`config.mk`:
```
export PLATFORM = sky130hd
export DESIGN_NAME = store_align_unit_flat
export DESIGN_NICKNAME = d
export VERILOG_FILES = /design/src/rtl/store_align_unit_if.sv /design/src/rtl/store_align_unit.sv /design/src/flat_wrapper.sv
export SDC_FILE = /design/constraint.sdc
export NUM_CORES = 1
export LEC_CHECK = 0
export BUFFER_PORTS_ARGS = -buffer_cell sky130_fd_sc_hd__buf_2
export CORE_UTILIZATION = 54
export DETAILED_ROUTE_END_ITERATION = 12
export PLACE_DENSITY = 0.82
export SLEW_MARGIN = 30
export SYNTH_ARGS = -nofsm -noshare
export SYNTH_HDL_FRONTEND = slang
export SYNTH_SLANG_ARGS = --single-unit
```
`constraint.sdc`:
```
create_clock -name clk -period 3.42 [get_ports clk]
set_input_delay 0.855 -clock clk [delete_from_list [all_inputs] [get_ports clk]]
set_output_delay 0.855 -clock clk [all_outputs]
set_load 0.01 [all_outputs]
```
`src/rtl/store_align_unit_if.sv`:
```
// Store request / data-memory write bundle for store_align_unit.
// The slave modport is the aligner; master is the datapath/memory side.
interface store_align_unit_if;
    logic        req_valid;
    logic        req_ready;
    logic [31:0] req_addr;
    logic [31:0] req_data;
    logic [2:0]  req_funct3;
    logic        mem_we;
    logic [31:0] mem_addr;
    logic [31:0] mem_wdata;
    logic [3:0]  mem_be;
    logic        mem_ready;
    logic        done;
    logic        err;

    modport slave (
        input  req_valid, req_addr, req_data, req_funct3, mem_ready,
        output req_ready, mem_we, mem_addr, mem_wdata, mem_be, done, err
    );

    modport master (
        output req_valid, req_addr, req_data, req_funct3, mem_ready,
        input  req_ready, mem_we, mem_addr, mem_wdata, mem_be, done, err
    );
endinterface

```
`src/rtl/store_align_unit.sv`:
```
// Store byte-lane aligner: SB/SH/SW into a word-addressed write port,
// splitting word-crossing stores into two sequential writes.
module store_align_unit (
    input  logic              clk,
    input  logic              reset,
    store_align_unit_if.slave bus
);

    typedef enum logic [1:0] {IDLE, WR_LO, WR_HI, FIN} state_e;

    state_e      state_q, state_d;
    logic [31:0] addr_q, addr_d;
    logic [31:0] data_q, data_d;
    logic [1:0]  size_q, size_d;
    logic        split_q, split_d;
    logic        err_q, err_d;

    logic        legal;
    logic [1:0]  req_k;
    logic [1:0]  k;
    logic [3:0]  size_mask;
    logic [31:0] size_data;
    logic [2:0]  hi_shift;
    logic [31:0] base_addr;

    always_comb begin
        legal   = (bus.req_funct3 == 3'b000) || (bus.req_funct3 == 3'b001) ||
                  (bus.req_funct3 == 3'b010);
        req_k   = bus.req_addr[1:0];
        state_d = state_q;
        addr_d  = addr_q;
        data_d  = data_q;
        size_d  = size_q;
        split_d = split_q;
        err_d   = err_q;
        case (state_q)
            IDLE: begin
                if (bus.req_valid) begin
                    addr_d  = bus.req_addr;
                    data_d  = bus.req_data;
                    size_d  = bus.req_funct3[1:0];
                    err_d   = !legal;
                    split_d = ((bus.req_funct3 == 3'b001) && (req_k == 2'd3)) ||
                              ((bus.req_funct3 == 3'b010) && (req_k != 2'd0));
                    state_d = legal ? WR_LO : FIN;
                end
            end
            WR_LO:   if (bus.mem_ready) state_d = split_q ? WR_HI : FIN;
            WR_HI:   if (bus.mem_ready) state_d = FIN;
            FIN:     state_d = IDLE;
            default: state_d = IDLE;
        endcase
    end

    // Both halves come from one zero-extended operand: the low write shifts it
    // up by k lanes, the high write shifts it down by the lanes already written.
    always_comb begin
        k         = addr_q[1:0];
        hi_shift  = 3'd4 - {1'b0, k};
        base_addr = {addr_q[31:2], 2'b00};
        case (size_q)
            2'b00:   begin size_mask = 4'b0001; size_data = {24'd0, data_q[7:0]};  end
            2'b01:   begin size_mask = 4'b0011; size_data = {16'd0, data_q[15:0]}; end
            default: begin size_mask = 4'b1111; size_data = data_q;                end
        endcase

        bus.req_ready = 1'b0;
        bus.mem_we    = 1'b0;
        bus.mem_addr  = '0;
        bus.mem_wdata = '0;
        bus.mem_be    = '0;
        bus.done      = 1'b0;
        bus.err       = 1'b0;
        case (state_q)
            IDLE: bus.req_ready = 1'b1;
            WR_LO: begin
                bus.mem_we    = 1'b1;
                bus.mem_addr  = base_addr;
                bus.mem_be    = size_mask << k;
                bus.mem_wdata = size_data << {k, 3'b000};
            end
            WR_HI: begin
                bus.mem_we    = 1'b1;
                bus.mem_addr  = base_addr + 32'd4;
                bus.mem_be    = size_mask >> hi_shift;
                bus.mem_wdata = size_data >> {hi_shift, 3'b000};
            end
            FIN: begin
                bus.done = 1'b1;
                bus.err  = err_q;
            end
            default: ;
        endcase
    end

    always_ff @(posedge clk) begin
        if (reset) begin
            state_q <= IDLE;
            addr_q  <= '0;
            data_q  <= '0;
            size_q  <= '0;
            split_q <= 1'b0;
            err_q   <= 1'b0;
        end else begin
            state_q <= state_d;
            addr_q  <= addr_d;
            data_q  <= data_d;
            size_q  <= size_d;
            split_q <= split_d;
            err_q   <= err_d;
        end
    end

endmodule

```
`src/flat_wrapper.sv`:
```
// flat-port wrapper written by rule: the top's interface ports become plain ports
module store_align_unit_flat 
  (clk, reset, bus_req_valid, bus_req_addr, bus_req_data, bus_req_funct3, bus_mem_ready, bus_req_ready, bus_mem_we, bus_mem_addr, bus_mem_wdata, bus_mem_be, bus_done, bus_err);
  store_align_unit_if bus_i ();
  input  logic clk;
  input  logic reset;
  input wire logic [$bits(bus_i.req_valid)-1:0] bus_req_valid;
  input wire logic [$bits(bus_i.req_addr)-1:0] bus_req_addr;
  input wire logic [$bits(bus_i.req_data)-1:0] bus_req_data;
  input wire logic [$bits(bus_i.req_funct3)-1:0] bus_req_funct3;
  input wire logic [$bits(bus_i.mem_ready)-1:0] bus_mem_ready;
  output wire logic [$bits(bus_i.req_ready)-1:0] bus_req_ready;
  output wire logic [$bits(bus_i.mem_we)-1:0] bus_mem_we;
  output wire logic [$bits(bus_i.mem_addr)-1:0] bus_mem_addr;
  output wire logic [$bits(bus_i.mem_wdata)-1:0] bus_mem_wdata;
  output wire logic [$bits(bus_i.mem_be)-1:0] bus_mem_be;
  output wire logic [$bits(bus_i.done)-1:0] bus_done;
  output wire logic [$bits(bus_i.err)-1:0] bus_err;
  assign bus_i.req_valid = bus_req_valid;
  assign bus_i.req_addr = bus_req_addr;
  assign bus_i.req_data = bus_req_data;
  assign bus_i.req_funct3 = bus_req_funct3;
  assign bus_i.mem_ready = bus_mem_ready;
  assign bus_req_ready = bus_i.req_ready;
  assign bus_mem_we = bus_i.mem_we;
  assign bus_mem_addr = bus_i.mem_addr;
  assign bus_mem_wdata = bus_i.mem_wdata;
  assign bus_mem_be = bus_i.mem_be;
  assign bus_done = bus_i.done;
  assign bus_err = bus_i.err;
  store_align_unit u_core (.clk(clk), .reset(reset), .bus(bus_i));
endmodule
```
==> run_results.csv <==
group,metric,value,unit
floorplan,die_height,99.73,µm
logic_synthesis,synth.yosys.seq_area_share,0.2717,
place,dp_hpwl,11.87,mm
logic_synthesis,synth_top_family_by_area,"compound AO/OA/AOI/OAI gates",
timing,fin_crit_sh,0.9568,
cells_and_area,nets,910,
job,maxCapViolations,0,
timing,worst_clock_skew,0.008236,ns
logic_synthesis,ys_types,73,
logic_synthesis,synthArstFlopShare,0,
drt,final_antenna_net_count,0,
timing,setup_viol,0,
timing,finalHoldViolCount,0,
global_routing,grt-ovfl-total,0,
drt,vias_per_cell,6.224,
cells_and_area,n_fill_cell,852,
drt,wl_per_cell,17.74,µm
clock_network,cts_sinks,70,
cells_and_area,regArea,1404,µm²
cells_and_area,fin_util,0.6575,
drt,totalWireLength,17.17,mm
clock_network,ctsHoldBuffers,0,
floorplan,num_rows,35,
run_status,status,"finished clean",
logic_synthesis,synth_edf_count,0,
timing,drv_slew,0,
logic_synthesis,synth_xor_area_frac,0,
place,place_area,5854,µm²
timing,rsz0062_at_grt,"no",
timing,period_needed,3.272,ns
clock_network,clock_latency,0.35,ns
drt,firstDrtPassIters,5,
floorplan,dieWidth,99.73,µm
global_routing,grt_pass1_wl,27.13,mm
cells_and_area,post-route-cell-area,6076,µm²
clock_network,clk_path_buf_depth,2,
floorplan,dieArea,9946,µm²
global_routing,antenna_found_initial,0,
logic_synthesis,synth-simple-area-share,0.2865,
floorplan,pin_count,143,
place,gp_congestion,0.9888,
logic_synthesis,synthAdderAreaFrac,0.01456,
timing,clock.fmax,0.3056,GHz
power,power_leakage,2.415,nW
worst_setup_path,cp.required,2.56,ns
logic_synthesis,synthCells,731,
place,io_buffer_count,140,
floorplan,core_area,9240,µm²
global_routing,grt_pass1_vias,5597,
cells_and_area,multi_input_area,3402,µm²
cells_and_area,drive_gt1_frac,0.2387,
global_routing,grt_max_degree,60,
worst_setup_path,cp-end-kind,"output pin",
logic_synthesis,muxShareOfSynthArea,0.04537,
clock_network,cts-root-buf,"clkbuf_8",
power,ir_worst_vdd,0.3532,mV
worst_hold_path,hold_path.class,"reg -> reg",
clock_network,cts_tree,"yes",
clock_network,cts.clk_slew.worst_paths,0.08,ns
logic_synthesis,synth_top_flop_cell,"dfxtp_1",
worst_setup_path,crit_arrival,2.42,ns
timing,worst_pin_slew,0.8398,ns
power,power,3.509,mW
logic_synthesis,synth_seq_cells,70,
timing,timing.slew.headroom,0.4390,
worst_setup_path,path_class,"reg -> out",
clock_network,htree_levels,3,
worst_setup_path,worst_setup_path_start_kind,"flip-flop",
floorplan,initial_core_util,0.5582,
cells_and_area,synthToLayoutAreaGrowth,17.81,%
drt,drt_iter0_markers,451,
logic_synthesis,synth_area,5157,µm²
logic_synthesis,synth_compound_area_frac,0.3096,
timing,setup_tns,0,ns
drt,drc,0,
logic_synthesis,yosys_warnings,0,
global_routing,grt_util_all_layers,0.3440,
drt,vias,6025,
worst_setup_path,worst-path-max-fanout,12,
timing,finalHoldWorstSlack,0.4660,ns
logic_synthesis,syn_avg_cell_area,7.055,µm²
power,power_density,577.5,nW/µm²
clock_network,numCtsBuffers,9,
==> synth_stat cells, types with 8 or more instances <==
library cell  number  area share
dfxtp_1           70        0.27
mux2_1            14       0.031
nand2_1          184        0.13
inv_1             11      0.0080
buf_2             11       0.011
a22oi_1           15       0.022
o21ai_1           16       0.016
a31oi_1            9       0.011
and3_1             9       0.011
a32oi_1           13       0.022
nand3_1           21       0.020
and2_1            11       0.013
clkbuf_1          44       0.032
a2bb2oi_1         13       0.022
o21ai_0           18       0.017
nor2_1            17       0.012
a21oi_1          107        0.10
o22ai_1            8      0.0097
==> routing by layer <==
layer,vias to the layer above,wire length [µm],global-route usage
li1,2840,-,-
met1,2758,6816,0.4211
met2,369,8135,0.5729
met5,-,0,0
met3,58,1607,0.06044
met4,0,609,0.1867
==> cell type report <==
cell class              count  share of cell area
diodes                      1           0.0004119
clock inverters             6             0.01030
multi-input cells         584              0.5599
clock buffers              10             0.02100
well taps                 129             0.02657
repair buffers            156              0.1433
inverters                  12            0.007414
flip-flops and latches     70              0.2311
==> registers in the layout (all words and copies together), names as in the netlist <==
register,cells
u_core.addr_q,32
u_core.err_q,1
u_core.size_q,2
u_core.split_q,1
u_core.data_q,32
u_core.state_q,2
==> kinds of logic (layout without fill, tap and decap cells) <==
kind of cell | count (synthesis) | in the layout
other | 1 | 3
multiplexers | 21 | 21
AND/OR/NAND/NOR | 306 | 306
AO/OA/AOI/OAI | 249 | 249
flip-flops | 70 | 70
buffers and inverters | 78 | 184
adder cells (fa/ha/maj) | 6 | 6
==> worst max-delay path, cell delays in order, from the launching register on <==
cell	delay (ns)
dfxtp_2	0.43
inv_1	0.08
ha_1	0.28
or3b_1	0.47
a21boi_2	0.32
a22oi_1	0.14
a21oi_1	0.17
buf_2	0.16
==> repair_timing <==
item | CTS | global route
gates resized for setup | 0 | 5
endpoints found under the hold margin | 0 | 0
setup buffers | 0 | 1
setup endpoints to repair | 0 | 32
==> cells in the final DEF, fill, tap and decap left out, types with 12 or more instances in the layout <==
master	Yosys	routed
o21ai_1	16	16
buf_4	5	12
mux2_1	14	14
a21oi_1	107	107
nand2_1	184	182
a2bb2oi_1	13	13
buf_2	11	140
nor2_1	17	17
a32oi_1	13	13
a22oi_1	15	15
o21ai_0	18	18
nand3_1	21	21
dfxtp_1	70	68
==> where the power goes <==
part | total [mW] | internal, mW | switching (mW)
Sequential | 1.19 | 0.962 | 0.226
Combinational | 1.64 | 0.557 | 1.08
Clock | 0.683 | 0.335 | 0.348
Total | 3.51 | 1.85 | 1.65
==> worst paths after layout <==
kind                                   from                            end  slack, ns  cells past startpoint
max           u_core.addr_q[1]$_SDFFE_PP0P_              bus_mem_wdata[26]       0.15                      7
min             u_core.split_q$_SDFFE_PP0P_    u_core.split_q$_SDFFE_PP0P_       0.47                      2
max reg2reg  u_core.state_q[0]$_SDFFE_PP0P_  u_core.data_q[6]$_SDFFE_PP0P_       1.43                      6
min reg2reg     u_core.split_q$_SDFFE_PP0P_    u_core.split_q$_SDFFE_PP0P_       0.47                      2
==> metrics by stage <==
stage,instances,setup slack (ns)
after floorplan,732,0.3534
after global placement,950,0.4642
after detailed placement,950,0.4236
after CTS,966,0.02538
after global routing,967,0.03014
final,968,0.1478
Note: power is estimated with default switching activity, not from simulation.
